$ cat config.mk
export PLATFORM = sky130hd
export DESIGN_NAME = regfile_wb_arbiter
export DESIGN_NICKNAME = d
export VERILOG_FILES = /design/src/rtl/regfile_wb_arbiter.sv
export SDC_FILE = /design/constraint.sdc
export NUM_CORES = 1
export LEC_CHECK = 0
export BUFFER_PORTS_ARGS = -buffer_cell sky130_fd_sc_hd__buf_2
export CORE_AREA = 2 2 74 76
export CTS_BUF_LIST = sky130_fd_sc_hd__clkbuf_16
export CTS_CLUSTER_DIAMETER = 30
export DETAILED_ROUTE_END_ITERATION = 16
export DIE_AREA = 0 0 76 78
export PLACE_DENSITY = 0.83
export SYNTH_ARGS = -nofsm -noshare
export SYNTH_HDL_FRONTEND = slang
export SYNTH_SLANG_ARGS = --single-unit
export TNS_END_PERCENT = 30
$ cat constraint.sdc
create_clock -name clk -period 6.1 [get_ports clk]
set_input_delay 0.915 -clock clk [delete_from_list [all_inputs] [get_ports clk]]
set_output_delay 0.915 -clock clk [all_outputs]
set_load 0.005 [all_outputs]
$ cat src/rtl/regfile_wb_arbiter.sv
// Register-file writeback arbiter: pipeline and load-return writeback ports share
// one register-file write port, with starvation relief for the load path.
// An optional load scoreboard is built when REGFILE_SCOREBOARD_EN is defined.
// The scoreboard tracks pending load destinations and flags decode hazards.
module regfile_wb_arbiter #(
   parameter int unsigned STARVE_LIMIT = 4
) (
   input  logic        clk,
   input  logic        rst,
   input  logic        pipe_wb_valid_i,
   input  logic [4:0]  pipe_wb_addr_i,
   input  logic [31:0] pipe_wb_data_i,
   output logic        pipe_wb_ready_o,
   input  logic        load_wb_valid_i,
   input  logic [4:0]  load_wb_addr_i,
   input  logic [31:0] load_wb_data_i,
   output logic        load_wb_ready_o,
   input  logic        load_issue_i,
   input  logic [4:0]  load_issue_addr_i,
   output logic        load_issue_ready_o,
   input  logic [4:0]  read_addr_1_i,
   input  logic [4:0]  read_addr_2_i,
   output logic        hazard_1_o,
   output logic        hazard_2_o,
   output logic        write_en_o,
   output logic [4:0]  write_addr_o,
   output logic [31:0] write_data_o,
   output logic        pipe_stall_o
);

   localparam int unsigned AW   = 5;
   localparam int unsigned DW   = 32;
   localparam int unsigned CW   = 4;
   localparam int unsigned NREG = 32;

   logic [CW-1:0] starve_cnt;
   logic [CW-1:0] starve_nxt;
   logic          load_win;
   logic          pipe_win;
   logic          grant;
   logic [AW-1:0] grant_addr;
   logic [DW-1:0] grant_data;

   // Arbitration: pipeline has priority unless the load path has lost STARVE_LIMIT times in a row.
   // Every grant is masked while rst is low so nothing is granted during reset.
   always_comb begin
      load_win   = 1'b0;
      pipe_win   = 1'b0;
      grant_addr = pipe_wb_addr_i;
      grant_data = pipe_wb_data_i;
      starve_nxt = '0;
      load_win   = rst & load_wb_valid_i &
                   (~pipe_wb_valid_i | (starve_cnt == CW'(STARVE_LIMIT)));
      pipe_win   = rst & pipe_wb_valid_i & ~load_win;
      if (load_win) begin
         grant_addr = load_wb_addr_i;
         grant_data = load_wb_data_i;
      end
      if (load_wb_valid_i && !load_win) begin
         starve_nxt = starve_cnt + CW'(1);
      end
   end

   assign grant           = pipe_win | load_win;
   assign pipe_wb_ready_o = pipe_win;
   assign load_wb_ready_o = load_win;
   assign pipe_stall_o    = rst & pipe_wb_valid_i & ~pipe_win;

   // Starvation counter: counts consecutive cycles in which a valid load lost arbitration.
   always_ff @(posedge clk or negedge rst) begin
      if (!rst) begin
         starve_cnt <= '0;
      end else begin
         starve_cnt <= starve_nxt;
      end
   end

   // Write-port register: r0 grants are consumed without a write; address and data hold when idle.
   always_ff @(posedge clk or negedge rst) begin
      if (!rst) begin
         write_en_o   <= 1'b0;
         write_addr_o <= '0;
         write_data_o <= '0;
      end else if (grant && (grant_addr != '0)) begin
         write_en_o   <= 1'b1;
         write_addr_o <= grant_addr;
         write_data_o <= grant_data;
      end else begin
         write_en_o   <= 1'b0;
      end
   end

`ifdef REGFILE_SCOREBOARD_EN
   logic [NREG-1:0] pending;
   logic [NREG-1:0] pending_nxt;
   logic            issue_ok;

   assign issue_ok           = rst & ~pending[load_issue_addr_i];
   assign load_issue_ready_o = issue_ok;
   assign hazard_1_o         = rst & pending[read_addr_1_i];
   assign hazard_2_o         = rst & pending[read_addr_2_i];

   // Next pending vector: the load grant clears its bit, an accepted issue sets its bit.
   // The set is applied last, so it wins when both target the same register; r0 never pends.
   always_comb begin
      pending_nxt = pending;
      if (load_win) begin
         pending_nxt[load_wb_addr_i] = 1'b0;
      end
      if (load_issue_i && issue_ok) begin
         pending_nxt[load_issue_addr_i] = 1'b1;
      end
      pending_nxt[0] = 1'b0;
   end

   // Pending-load vector register.
   always_ff @(posedge clk or negedge rst) begin
      if (!rst) begin
         pending <= '0;
      end else begin
         pending <= pending_nxt;
      end
   end
`else
   logic unused_sb_inputs;

   assign load_issue_ready_o = rst;
   assign hazard_1_o         = 1'b0;
   assign hazard_2_o         = 1'b0;
   assign unused_sb_inputs   = ^{load_issue_i, load_issue_addr_i, read_addr_1_i, read_addr_2_i};
`endif

endmodule
======== After elaboration in Yosys (flattened, before gate mapping) ========
Cells that the tools add are included.
word-level totals
  logic and storage cells ................. 24
  memories kept ........................... 0
  register bits ........................... 42
  bits of input ports ..................... 94
  bits in writable memories ............... 0
  ROM bits ................................ 0
  bits in latches ......................... 0
operators by class
  multiplexer cells ....................... 4
  $lt $le $gt $ge ......................... 0
  bitwise operators ....................... 10
  multiply operators ...................... 0
  reductions and logical operators ........ 4
  eq/ne operators ......................... 1
  shift operators ......................... 0
  div/mod/pow operators ................... 0
  add/sub/neg operators ................... 1
operators by type and width
  cell                   count
  $mux W32               1
  $and A1 B1 Y1          5
  $mux W5                1
  $reduce_bool A5 Y1     1
  $add A4 B1 Y4 const B  1
  $eq A4 B3 Y1 const B   1
  $mux W4                1
  $not A1 Y1             3
  $logic_and A1 B1 Y1    2
  $or A1 B1 Y1           2
  $logic_not A1 Y1       1
  $mux W1                1

======== Depth between registers and ports, before layout ========
  word-level depth ........................ 8
  mapped depth ............................ 8
  depth with buffers taken out ............ 7

======== Worst setup path before layout ========
OpenSTA, ideal clock, no wires.
  path kind ............................... in2out
  start ................................... input load_wb_valid_i
  end ..................................... output pipe_stall_o
  arrival ................................. 1.653 ns
  stages on the path ...................... 4
  buffers on the path ..................... 1
  setup slack ............................. 3.532 ns
  data required time ...................... 5.185 ns
  cells stage by stage .................... nand2_1 a21oi_2 buf_2 and2_1
between the ends
  cells in the longest elaborated chain, start to end .. 6
RTL lines
  item                        line  source
  from (decl)                 14    input logic load_wb_valid_i,
  $and A1 B1 Y1 (2 in a row)  52    load_win = rst & load_wb_valid_i &
  named net load_wb_ready_o   17    output logic load_wb_ready_o,
  $not A1 Y1                  54    pipe_win = rst & pipe_wb_valid_i & ~load_win;
  $and A1 B1 Y1               54
  $not A1 Y1                  67    assign pipe_stall_o = rst & pipe_wb_valid_i & ~pipe_win;
  $and A1 B1 Y1               67
  to (decl)                   28    output logic pipe_stall_o
The timed path passes the listed nets, and every way through them passes these cells.

======== Final worst setup path ========
  start ................................... input rst
  end ..................................... output pipe_stall_o
between the ends
  cells in the longest elaborated chain, start to end .. 6
RTL lines
  item                        line  source
  from (decl)                 9     input logic rst,
  $and A1 B1 Y1 (2 in a row)  52
  $not A1 Y1                  54
  $and A1 B1 Y1               54
  $not A1 Y1                  67
  $and A1 B1 Y1 (*)           67
Mark *: on every way between the ends. The rest lies on a longest branch, timed or not.

==> results.md <==
- Post-layout util: approximately three fifths
- Top cell type's share of synthesized area: about 46%
- Hold Vio Cnt, Final: 0
- Simple-gate share of the synthesized area: 3.909%
- Worst-margin pin slew: 0.6075 ns
- Count leader, synth: dfrtp_1
- Critical path class: in -> out
- Die H: between 70 and 80 µm
- #FFs+latches synth: 42
- DRC viols: 0
- Vias in the first global route: 1708
- Worst path setup slack after routing: about 2.3 ns
- # H-tree levels: 2
- Residual antenna-violating net count after detailed routing: 0
- Total track usage: 15.55%
- CP Max Fanout: 47
- Chip Width: 76 µm
- Max Freq: about 260 MHz
- Critical path, cell by cell: buf_2 > buf_4 > nand2_1 > a21oi_4 > buf_4 > and2_1 > buf_2
- WL per Instance: roughly 13 µm
- Setup Viol. Count Final: 0
- TritonCTS Buffers: 5
- Worst Hold Class: reg -> reg
- Compound-Gate Fraction of Synth Area: 4.017%
- Final cell count without fillers: 350
- DRT Wirelength: 4495 µm
- Peak supply drop: 0.1420 mV
- Synth Warn #: 0
- CTS root buffer: clkbuf_16
- Initial DRC Count: 28
- Total design power: 0.7944 mW
- WP data required: 5.18 ns
- Global route overflow: 0
- Post-synthesis xor/xnor area fraction: 0.7600%
- CP bufs+invs: 4
- Mux cell area share after synthesis: approximately two fifths
- Clk sink count: 42
- Tmin final: 3.820 ns
- Power Dens Cells: about 260 mW/mm²
- Most used flip-flop cell after synthesis: dfrtp_1
- Hold bufs inserted after CTS: 0
- I/O Buffers: 119
- Max cap viols: 0
- PostCTS Resize Cnt: 0
- CP max stage cell: a21oi_4
- Mapped Avg Cell Area: ~14 µm²
- Synth area leaders: dfrtp_1 (46%), mux2_4 (20%), mux2_2 (19%)
- Die area: 0.005928 mm²
- CTS tree: done
- Post-synth EDFFs: 0
- Place WS: 2.106 ns
- Initial Util: a little under half
- Antenna violations before repair: 0
- Synthesized area: approximately 0.0023 mm²
- CTS max path bufs: 2
- Vias: between 1500 and 2000
- CP top delay family: buffers and inverters
- Static Leak: 1.539 nW
- Commonest cells in the netlist: dfrtp_1 (42), mux2_2 (38), mux2_4 (30)
- HPWL after detailed placement: 3414 µm
- Share of layout cells above drive strength 1: 71.07%
- Unrepaired setup endpoints after global routing: false
- Vias per cell: 4.720
- Slew HR: 59.41%
- Post-synth cell types: 30
- NumNets Final: 375
- Placeable Area: between 0.005 and 0.006 mm²
- GPL Wtd Cong: 0.7380
- Clk slew on worst S/H paths: 0.06 ns
- Ys async rst share: 100.0%
- Worst Path Arrival: 2.90 ns
- Largest family of logic cells by synthesized area: multiplexers
- Skew final: ~0.0054 ns
- Outcome: finished, final reports clean
- Max Slew Vio Count: 0
- Post-CTS setup buffers: 0
- Setup crit start kind: input port
- # diodes: 0
- Worst-skew pair later-pin latency: between 0.2 and 0.3 ns
- Inst Count DP: 342
- Post-synthesis adder-cell area fraction: 1.086%
- Pre-antenna DRT Iters: 2
- Max incr delay on CP: 0.53 ns
- Worst Setup End Kind: output port
- I/O pin count: 138
- Post-synthesis cell count: 160
- Register area share after synthesis: 45.60%
- Largest net degree at the start of global routing: 48
- Global-route wire length before repair: 7569 µm
- Syn-to-layout area delta: 32.30%
- Area leader, netlist: dfrtp_1
- Num rows: 26
- Period Utilization, post-route: 62.62%
- Setup_tns: 0 ns
## worst paths after layout
check | start | end | slack [ns] | depth (start not counted)
max in group asynchronous | rst | write_data_o[7] | 5.01 | 2
min in group asynchronous | rst | write_data_o[25] | 0.71 | 2
min | starve_cnt[0] | starve_cnt[0] | 0.49 | 1
max reg2reg | starve_cnt[0] | write_data_o[15] | 3.13 | 8
min reg2reg | starve_cnt[0] | starve_cnt[0] | 0.49 | 1
max | rst | pipe_stall_o | 2.28 | 7
## power by group
part / total (mW) / leakage, nW / switching, mW / internal (mW)
logic: 0.204 / 0.965 / 0.0748 / 0.129
registers: 0.352 / 0.502 / 0.0254 / 0.327
clock network: 0.238 / 0.0724 / 0.0906 / 0.147
total: 0.794 / 1.54 / 0.191 / 0.604
## worst register-to-register path, cell delays in order (launching register included)
cell and delay [ns]:
dfrtp_1 0.40, inv_1 0.07, ha_1 0.13, nand3b_1 0.15, a21oi_4 0.55, buf_4 0.43, mux2_4 0.39, inv_6 0.31
mux2_2 0.42
## cell type report
type,count,area (µm²)
fill,414,1993
multi-input combinational,104,1139
sequential,42,1051
timing repair buffer,121,610.6
clock buffer,5,125.1
tap,70,87.58
inverter,5,23.77
clock inverter,3,12.51
## layer usage
layer	vias up	GRT usage (%)	part of all wire [%]
met5	-	0	0
met4	0	4.182	1.1
met3	4	3.605	6.6
met2	67	27.95	49
met1	776	18.83	43
li1	805	-	-
## state kept, by name, summed over array words and instances, names as in the netlist
name,count
starve_cnt,4
write_data_o,32
write_en_o,1
write_addr_o,5
## cells by family (layout without fill, tap and decap cells)
logic type | after synthesis | after routing
flops | 42 | 42
simple gates | 17 | 17
compound gates | 11 | 11
mux | 70 | 70
xor+xnor | 2 | 2
other cells | 1 | 2
buf+inv | 15 | 134
fa+ha+maj | 2 | 2
## layout by cell type (no fill, tap or decap), types with 2 or more instances in the layout
master     netlist  routed
dfrtp_1         42      42
mux2_4          30      30
mux2_2          38      38
inv_1            4       5
nor2_1           6       6
o2bb2ai_1        2       2
nand3_1          2       2
clkbuf_16        0       5
conb_1           1       2
buf_2            4     119
ha_1             2       2
a32o_1           3       3
buf_4            3       2
nand2_1          2       2
nand2b_1         2       2
mux2i_1          2       2
## through the flow
| stage | hold WS (ns) | cell area (µm²) |
|---|---|---|
| after global routing | 0.4964 | 3049 |
| after CTS | 0.4874 | 3049 |
| after floorplan | 0.4532 | 2308 |
| final | 0.4868 | 3049 |
| after detailed placement | 0.4777 | 2912 |
| after global placement | 0.4740 | 2912 |
Note: power is estimated with default switching activity, not from simulation.
